File: config.mk
export PLATFORM = sky130hd
export DESIGN_NAME = divsub_sign_13_6
export DESIGN_NICKNAME = d
export VERILOG_FILES = /design/src/rtl/divsub_sign_13_6.sv
export SDC_FILE = /design/constraint.sdc
export NUM_CORES = 1
export LEC_CHECK = 0
export CORE_MARGIN = 2
export CORE_UTILIZATION = 57
export DETAILED_ROUTE_END_ITERATION = 8
export PLACE_DENSITY = 0.8
export REMOVE_ABC_BUFFERS = 1
export SLEW_MARGIN = 20
export SYNTH_ARGS = -nofsm -noshare
export SYNTH_HDL_FRONTEND = slang
export SYNTH_SLANG_ARGS = --single-unit
File: constraint.sdc
create_clock -name clk -period 2.7 [get_ports clk]
set_clock_uncertainty 0.05 [all_clocks]
set_input_delay 0.81 -clock clk [delete_from_list [all_inputs] [get_ports clk]]
set_output_delay 0.81 -clock clk [all_outputs]
set_load 0.005 [all_outputs]
File: src/rtl/divsub_sign_13_6.sv
// Sequential signed divider (restoring, one quotient bit per clock).
//
// Computes dividend = quotient * divisor + remainder with the quotient truncated
// toward zero and saturated to the Q_WIDTH signed range, and the remainder taking
// the sign of the dividend.
//
// Ports:
//   clk          rising-edge clock
//   reset_n      asynchronous active-low reset
//   start        request, sampled only while busy is low
//   dividend     N_WIDTH signed dividend, captured with start
//   divisor      D_WIDTH signed divisor, captured with start
//   busy         high from the accepting edge until the result edge
//   done         one-cycle pulse, result valid
//   quotient     Q_WIDTH signed quotient (saturated)
//   remainder    D_WIDTH signed remainder
//   div_by_zero  divisor was zero (held with the result)
//   overflow     true quotient outside the Q_WIDTH signed range (held with the result)
module divsub_sign_13_6 #(
  parameter int unsigned N_WIDTH = 13,
  parameter int unsigned D_WIDTH = 6,
  parameter int unsigned Q_WIDTH = N_WIDTH - D_WIDTH
) (
  input  logic               clk,
  input  logic               reset_n,
  input  logic               start,
  input  logic [N_WIDTH-1:0] dividend,
  input  logic [D_WIDTH-1:0] divisor,
  output logic               busy,
  output logic               done,
  output logic [Q_WIDTH-1:0] quotient,
  output logic [D_WIDTH-1:0] remainder,
  output logic               div_by_zero,
  output logic               overflow
);

  // Magnitudes carry one extra bit so the most negative operand is representable.
  localparam int unsigned MW = N_WIDTH + 1;
  localparam int unsigned PW = D_WIDTH + 1;
  localparam int unsigned CW = $clog2(N_WIDTH);

  localparam logic [N_WIDTH-1:0] QMaxMag = N_WIDTH'(2 ** (Q_WIDTH - 1) - 1);
  localparam logic [N_WIDTH-1:0] QMinMag = N_WIDTH'(2 ** (Q_WIDTH - 1));
  localparam logic [Q_WIDTH-1:0] QMaxVal = {1'b0, {(Q_WIDTH - 1){1'b1}}};
  localparam logic [Q_WIDTH-1:0] QMinVal = {1'b1, {(Q_WIDTH - 1){1'b0}}};

  typedef enum logic [1:0] {StIdle, StCalc, StFinish} state_e;

  state_e             state;
  logic [MW-1:0]      n_mag;    // dividend magnitude, shifted out MSB first
  logic [PW-1:0]      d_mag;
  logic [PW-1:0]      part_rem;
  logic [N_WIDTH-1:0] q_mag;
  logic [CW-1:0]      cnt;
  logic               q_neg;
  logic               r_neg;
  logic               dz_flag;

  // Operand magnitudes at capture time.
  logic [MW-1:0] n_ext;
  logic [MW-1:0] n_abs;
  logic [PW-1:0] d_ext;
  logic [PW-1:0] d_abs;

  always_comb begin
    n_ext = {dividend[N_WIDTH-1], dividend};
    d_ext = {divisor[D_WIDTH-1], divisor};
    n_abs = dividend[N_WIDTH-1] ? -n_ext : n_ext;
    d_abs = divisor[D_WIDTH-1] ? -d_ext : d_ext;
  end

  // One restoring step. part_rem < |divisor| <= 2^(D_WIDTH-1), so dropping its
  // top bit on the shift never loses information.
  logic [PW-1:0] shifted;
  logic          q_bit;
  logic [PW-1:0] rem_step;

  always_comb begin
    shifted  = {part_rem[PW-2:0], n_mag[N_WIDTH-1]};
    q_bit    = (shifted >= d_mag);
    rem_step = q_bit ? (shifted - d_mag) : shifted;
  end

  // Sign restoration and saturation of the final result.
  logic [Q_WIDTH-1:0] q_trunc;
  logic [D_WIDTH-1:0] r_trunc;
  logic               ovf_fin;
  logic [Q_WIDTH-1:0] q_fin;
  logic [D_WIDTH-1:0] r_fin;

  always_comb begin
    q_trunc = q_mag[Q_WIDTH-1:0];
    r_trunc = part_rem[D_WIDTH-1:0];
    ovf_fin = 1'b0;
    q_fin   = q_neg ? -q_trunc : q_trunc;
    r_fin   = r_neg ? -r_trunc : r_trunc;
    if (dz_flag) begin
      q_fin = r_neg ? QMinVal : QMaxVal;
      r_fin = '0;
    end else begin
      // A negative result may reach one magnitude further than a positive one.
      ovf_fin = q_neg ? (q_mag > QMinMag) : (q_mag > QMaxMag);
      if (ovf_fin) begin
        q_fin = q_neg ? QMinVal : QMaxVal;
      end
    end
  end

  always_ff @(posedge clk or negedge reset_n) begin
    if (!reset_n) begin
      state       <= StIdle;
      n_mag       <= '0;
      d_mag       <= '0;
      part_rem    <= '0;
      q_mag       <= '0;
      cnt         <= '0;
      q_neg       <= 1'b0;
      r_neg       <= 1'b0;
      dz_flag     <= 1'b0;
      busy        <= 1'b0;
      done        <= 1'b0;
      quotient    <= '0;
      remainder   <= '0;
      div_by_zero <= 1'b0;
      overflow    <= 1'b0;
    end else begin
      done <= 1'b0;
      unique case (state)
        StIdle: begin
          if (start) begin
            n_mag    <= n_abs;
            d_mag    <= d_abs;
            q_neg    <= dividend[N_WIDTH-1] ^ divisor[D_WIDTH-1];
            r_neg    <= dividend[N_WIDTH-1];
            part_rem <= '0;
            q_mag    <= '0;
            cnt      <= CW'(N_WIDTH - 1);
            busy     <= 1'b1;
            dz_flag  <= (divisor == '0);
            state    <= (divisor == '0) ? StFinish : StCalc;
          end
        end
        StCalc: begin
          part_rem <= rem_step;
          q_mag    <= {q_mag[N_WIDTH-2:0], q_bit};
          n_mag    <= n_mag << 1;
          if (cnt == '0) begin
            state <= StFinish;
          end else begin
            cnt <= cnt - CW'(1);
          end
        end
        StFinish: begin
          quotient    <= q_fin;
          remainder   <= r_fin;
          div_by_zero <= dz_flag;
          overflow    <= ovf_fin;
          done        <= 1'b1;
          busy        <= 1'b0;
          state       <= StIdle;
        end
        default: state <= StIdle;
      endcase
    end
  end

endmodule

* Word-level counts from Yosys, hierarchy flattened
Index checks and enable logic that the tools add are counted.
Word-level totals: flip-flop bits (word level) 65, bits in latches 0, RAM bits 0, ROM bits 0, logic and storage cells 68, memories kept 0
Cells by class: $add $sub $neg 6, $mul 0, divide/modulo/power cells 0, $lt $le $gt $ge 3, eq/ne operators 5, shifts and indexed selects 0, muxes and demuxes 28, bitwise operators 1, reductions and logical operators 10
Operators with widths (number):
- $pmux W13 S2 | 2
- $mux W7 | 6
- $mux W13 | 3
- $mux W6 | 4
- $neg A7 Y7 | 2
- $gt A13 B6 Y1 const B | 1
- $gt A13 B7 Y1 const B | 1
- $neg A13 Y13 | 1
- $pmux W6 S2 | 1
- $mux W4 | 2
- $pmux W4 S2 | 1
- $reduce_and A2 Y1 | 4
- $ge A7 B7 Y1 | 1
- $logic_not A6 Y1 | 1
- $mux W2 | 3
- $ne A2 B2 Y1 const B | 3
- $neg A6 Y6 | 1
- $sub A6 B6 Y6 | 1
- $logic_not A4 Y1 | 1
- $mux W1 | 4
- $pmux W2 S2 | 1
- $reduce_bool A2 Y1 | 2
- $sub A4 B1 Y4 const B | 1
- $reduce_and A3 Y1 | 1
- 5 further kinds | 5

* Logic depth before layout (Yosys ltp)
depth in word-level cells 4, mapped depth 9, depth with buffers taken out 9

* Worst setup path after synthesis
Ideal clock, no wire load.
kind register to register, start register q_mag[0], end register quotient[5], library setup time 0.082 ns, arrival 2.328 ns, data required time 2.568 ns, setup slack 0.240 ns, stages on the path, launching flop included 8, buffers on the path 0, path through dfrtp_1 -> inv_1 -> ha_1 -> or3b_4 -> o31a_4 -> or4b_1 -> or3_1 -> a31oi_1
Between the ends: word-level cells in the longest chain between the ends 4, elaborated cells between the ends (all ways) 7, classes of those cells 1 x add/sub; 2 x order compare; 4 x mux
RTL lines:
- from (decl) | line 53 | logic [N_WIDTH-1:0] q_mag;
- from (signal assigned) | line 145 | q_mag <= {q_mag[N_WIDTH-2:0], q_bit};
- $gt A13 B6 Y1, or another cell as far along | line 102 | ovf_fin = q_neg ? (q_mag > QMinMag) : (q_mag > QMaxMag);
- $mux W1 or $mux W7 (tied branches) | line 102, 95
- $mux W7 (*) | line 103 | if (ovf_fin) begin
- $mux W7 (*) | line 97 | if (dz_flag) begin
- to (signal assigned) | line 154 | quotient <= q_fin;
- to (decl) | line 31 | output logic [Q_WIDTH-1:0] quotient,
Mark *: on every way between the ends. The rest lies on a longest branch, timed or not. A chain may end at the register's enable or synchronous reset.

* Final worst setup path
Ends and elaborated chain as after synthesis.

==> impl_metrics.json <==
{
  "status": "finished, final reports clean",
  "n_antenna_cell": 0,
  "fp-row-count": 29,
  "hold_buffers": 0,
  "cellLeakagePower_nw": 1.96,
  "clkLatencyLatePin_ps": 340,
  "grt-ovfl-total": 0,
  "slew_headroom_pct": 56.3,
  "worst_ir_drop_vdd_mv": 0.579,
  "routed_via_density": 5.72,
  "maxCapViolations": 0,
  "initial_utilization_pct": 59.1,
  "synth-edff-count": 0,
  "postCtsSetupBuffers": 0,
  "grt_pass1_wl_mm": 13.4,
  "die-area_sq_um": 7250,
  "yosysWarnings": 0,
  "cp.arrival_ps": 2730,
  "holdWs_ps": 425,
  "post_cts_resized": 0,
  "yosysMostFrequentCell": "dfrtp_1",
  "fmax_mhz": 398,
  "ys_top_cells_by_count": "dfrtp_1, nand2_1, o21ai_0",
  "intPower_mw": 3.06,
  "setup-tns-final_ps": 0,
  "critical-path-max-stage-delay_ps": 510,
  "io_pins": 39,
  "synthAdderAreaFrac_pct": 4.87,
  "synth_top_area_cell": "dfrtp_1",
  "route.detailed.drc": 0,
  "htree_levels": 3,
  "grtUsageTotal_pct": 23.0,
  "synth_ff_type": "dfrtp_1",
  "power_mw": 5.08,
  "cp-end-kind": "flop",
  "switchingPower_mw": 2.02,
  "synthMuxAreaShare_pct": 0.834,
  "syn_inst": 418,
  "clkPwrFrac_pct": 17.3,
  "synth_top_area_share_pct": 43.4,
  "place.gp.congestion": 0.897,
  "coreArea_sq_um": 6350,
  "seq_area_sq_um": 1630,
  "power_frac_seq_pct": 33.8,
  "post-route-util_pct": 69.9,
  "setup_viol": 0,
  "routed_wl_mm": 7.63,
  "cp_slowest_cell": "or4b_1",
  "synth_top_family_by_area": "simple AND/OR/NAND/NOR gates",
  "worst_pin_slew_ps": 655,
  "rsz0062_at_grt": "no",
  "clk_pin_slew_ps": 70,
  "grt_pass1_vias": 2933,
  "post-route-period-util_pct": 93.1,
  "r2r-start": "q_mag[0]",
  "crit_path_start_kind": "flop",
  "seq_area_frac_synth_pct": 43.4,
  "fin_crit_ps": 2510,
  "pwr-share-comb_pct": 48.9,
  "crit_chain": "inv_1 > ha_1 > or3b_4 > o31a_4 > or4b_1 > or3_1 > a31oi_1",
  "power_density_nw_per_um2": 1140,
  "ant_nets": 0,
  "die_width_um": 85.1,
  "ys_types": 51,
  "drt_iter0_markers": 225,
  "synth-xor-area-share_pct": 5.14,
  "synth-seq-cells": 65,
  "clock_path_buffers": 2,
  "crit_path_max_fanout": 7,
  "report.final.slew_viol_count": 0,
  "synth_compound_area_share_pct": 18.8,
  "switching_share_pct": 39.7,
  "clock-root-buffer": "clkbuf_8",
  "cp-startpoint": "q_mag[0]",
  "via_count": 3109,
  "synth-simple-area-share_pct": 19.9,
  "antenna_found_initial": 0,
  "fill_cells": 508,
  "hold_viol": 0,
  "multiInputGateArea_sq_um": 1860,
  "synthesis.area_sq_um": 3750,
  "cts.sinks": 65,
  "wl_per_cell_um": 14.0,
  "synth_area_per_cell_sq_um": 8.97,
  "crit_buf_inv": 1,
  "required_ps": 2910,
  "nets": 499,
  "numCtsBuffers": 9,
  "syn_to_final_growth_pct": 18.3,
  "cpLargestDelayFamily": "simple AND/OR/NAND/NOR gates",
  "io_buffer_count": 38,
  "synthTopCellsByArea": "dfrtp_1, nand2_1, o21ai_0",
  "layout-drive-gt1-share_pct": 8.57,
  "hold_path.class": "in2async",
  "fp.dieH_um": 85.1,
  "dr.pass1.iters": 4,
  "cts_tree": "built",
  "dp_hpwl_mm": 5.75,
  "grt_max_degree": 40,
  "ys_async_sr_fraction_pct": 100,
  "critPathKind": "reg2reg"
}
-- cells in the final DEF, fill, tap and decap left out, types with 2 or more instances in the layout --
| cell type | Yosys | routed |
|---|---|---|
| buf_4 | 0 | 19 |
| a31oi_1 | 5 | 5 |
| or3_1 | 8 | 8 |
| nand2_1 | 60 | 60 |
| a32oi_1 | 3 | 3 |
| nor3b_1 | 2 | 2 |
| nand4_1 | 7 | 7 |
| nand3_1 | 10 | 10 |
| mux2i_1 | 2 | 2 |
| o211ai_1 | 3 | 3 |
| bufinv_16 | 0 | 2 |
| clkdlybuf4s50_1 | 0 | 37 |
| dfrtp_1 | 65 | 65 |
| nor2_1 | 29 | 29 |
| xor2_1 | 6 | 6 |
| nand3b_1 | 5 | 5 |
| a22o_1 | 7 | 7 |
| o31ai_1 | 11 | 11 |
| o41ai_1 | 3 | 3 |
| a22oi_1 | 7 | 7 |
| o311ai_0 | 4 | 4 |
| a21oi_1 | 13 | 13 |
| a41o_1 | 2 | 2 |
| ha_1 | 13 | 13 |
| inv_1 | 29 | 29 |
| nand2b_1 | 13 | 13 |
| clkbuf_1 | 20 | 2 |
| nor2b_1 | 5 | 5 |
| o21ai_0 | 40 | 39 |
| nor3_1 | 3 | 3 |
| nor4_1 | 4 | 4 |
| xnor2_1 | 16 | 16 |
| o21ai_1 | 1 | 2 |
| clkbuf_8 | 0 | 10 |
-- per-layer routing --
metal	GRT usage, %	up-vias	part of all wire, %
met5	0	-	0
met4	8.08	0	1.3
met3	4.09	9	5.0
met2	38.7	84	49
met1	30.1	1452	44
li1	-	1564	-
-- worst register-to-register path: stages, from the launching register on --
cell	delay, ps
dfrtp_1	380
inv_1	70
ha_1	180
or3b_4	410
o31a_4	320
or4b_1	510
or3_1	350
a31oi_1	160
-- final timing paths --
check	slack [ps]	cells past startpoint	end
hold / removal	430	1	remainder[5]
setup / recovery	190	7	quotient[5]
setup reg to reg	190	7	quotient[5]
max in group asynchronous	1560	2	q_neg
min in group clk	430	2	n_mag[2]
hold reg to reg	430	2	n_mag[2]
-- logic make-up (layout without fill, tap and decap cells) --
group | count (synthesis) | count (layout)
simple gates | 154 | 154
compound gates | 107 | 107
flops | 65 | 65
buf+inv | 53 | 102
xor+xnor | 22 | 22
fa+ha+maj | 14 | 14
mux | 3 | 3
-- flip-flops by register name (all words and copies together), names as in the netlist --
signal and cells:
busy 1, cnt 4, d_mag 7, div_by_zero 1
done 1, dz_flag 1, n_mag 13, overflow 1
part_rem 6, q_mag 13, q_neg 1, quotient 7
r_neg 1, remainder 6, state 2
-- power by group through the flow --
stage | Clock [mW] | Combinational (mW) | Sequential (mW)
5_1_grt | 0.938 | 2.82 | 1.78
6_report | 0.880 | 2.48 | 1.71
2_1_floorplan | 0 | 1.68 | 1.69
3_5_place_dp | 0 | 2.47 | 1.73
4_1_cts | 0.896 | 2.49 | 1.71
3_3_place_gp | 0 | 2.40 | 1.71
-- cell type report --
| type | instances | area share, % |
|---|---|---|
| Clock inverter | 3 | 1.47 |
| Timing Repair Buffer | 58 | 12.1 |
| Multi-Input combinational cell | 300 | 41.9 |
| Tap cell | 77 | 2.17 |
| Inverter | 29 | 2.45 |
| Clock buffer | 12 | 3.27 |
| Sequential cell | 65 | 36.6 |
-- stage by stage --
step                      worst slack, ps  instance area, sq um  cells
after floorplan                       163                  3590    394
after global placement                103                  4230    529
after detailed placement             54.4                  4230    529
after CTS                             193                  4440    544
after global routing                 83.3                  4440    544
final                                 185                  4440    544
No activity file was read; power rests on OpenSTA's default activity.
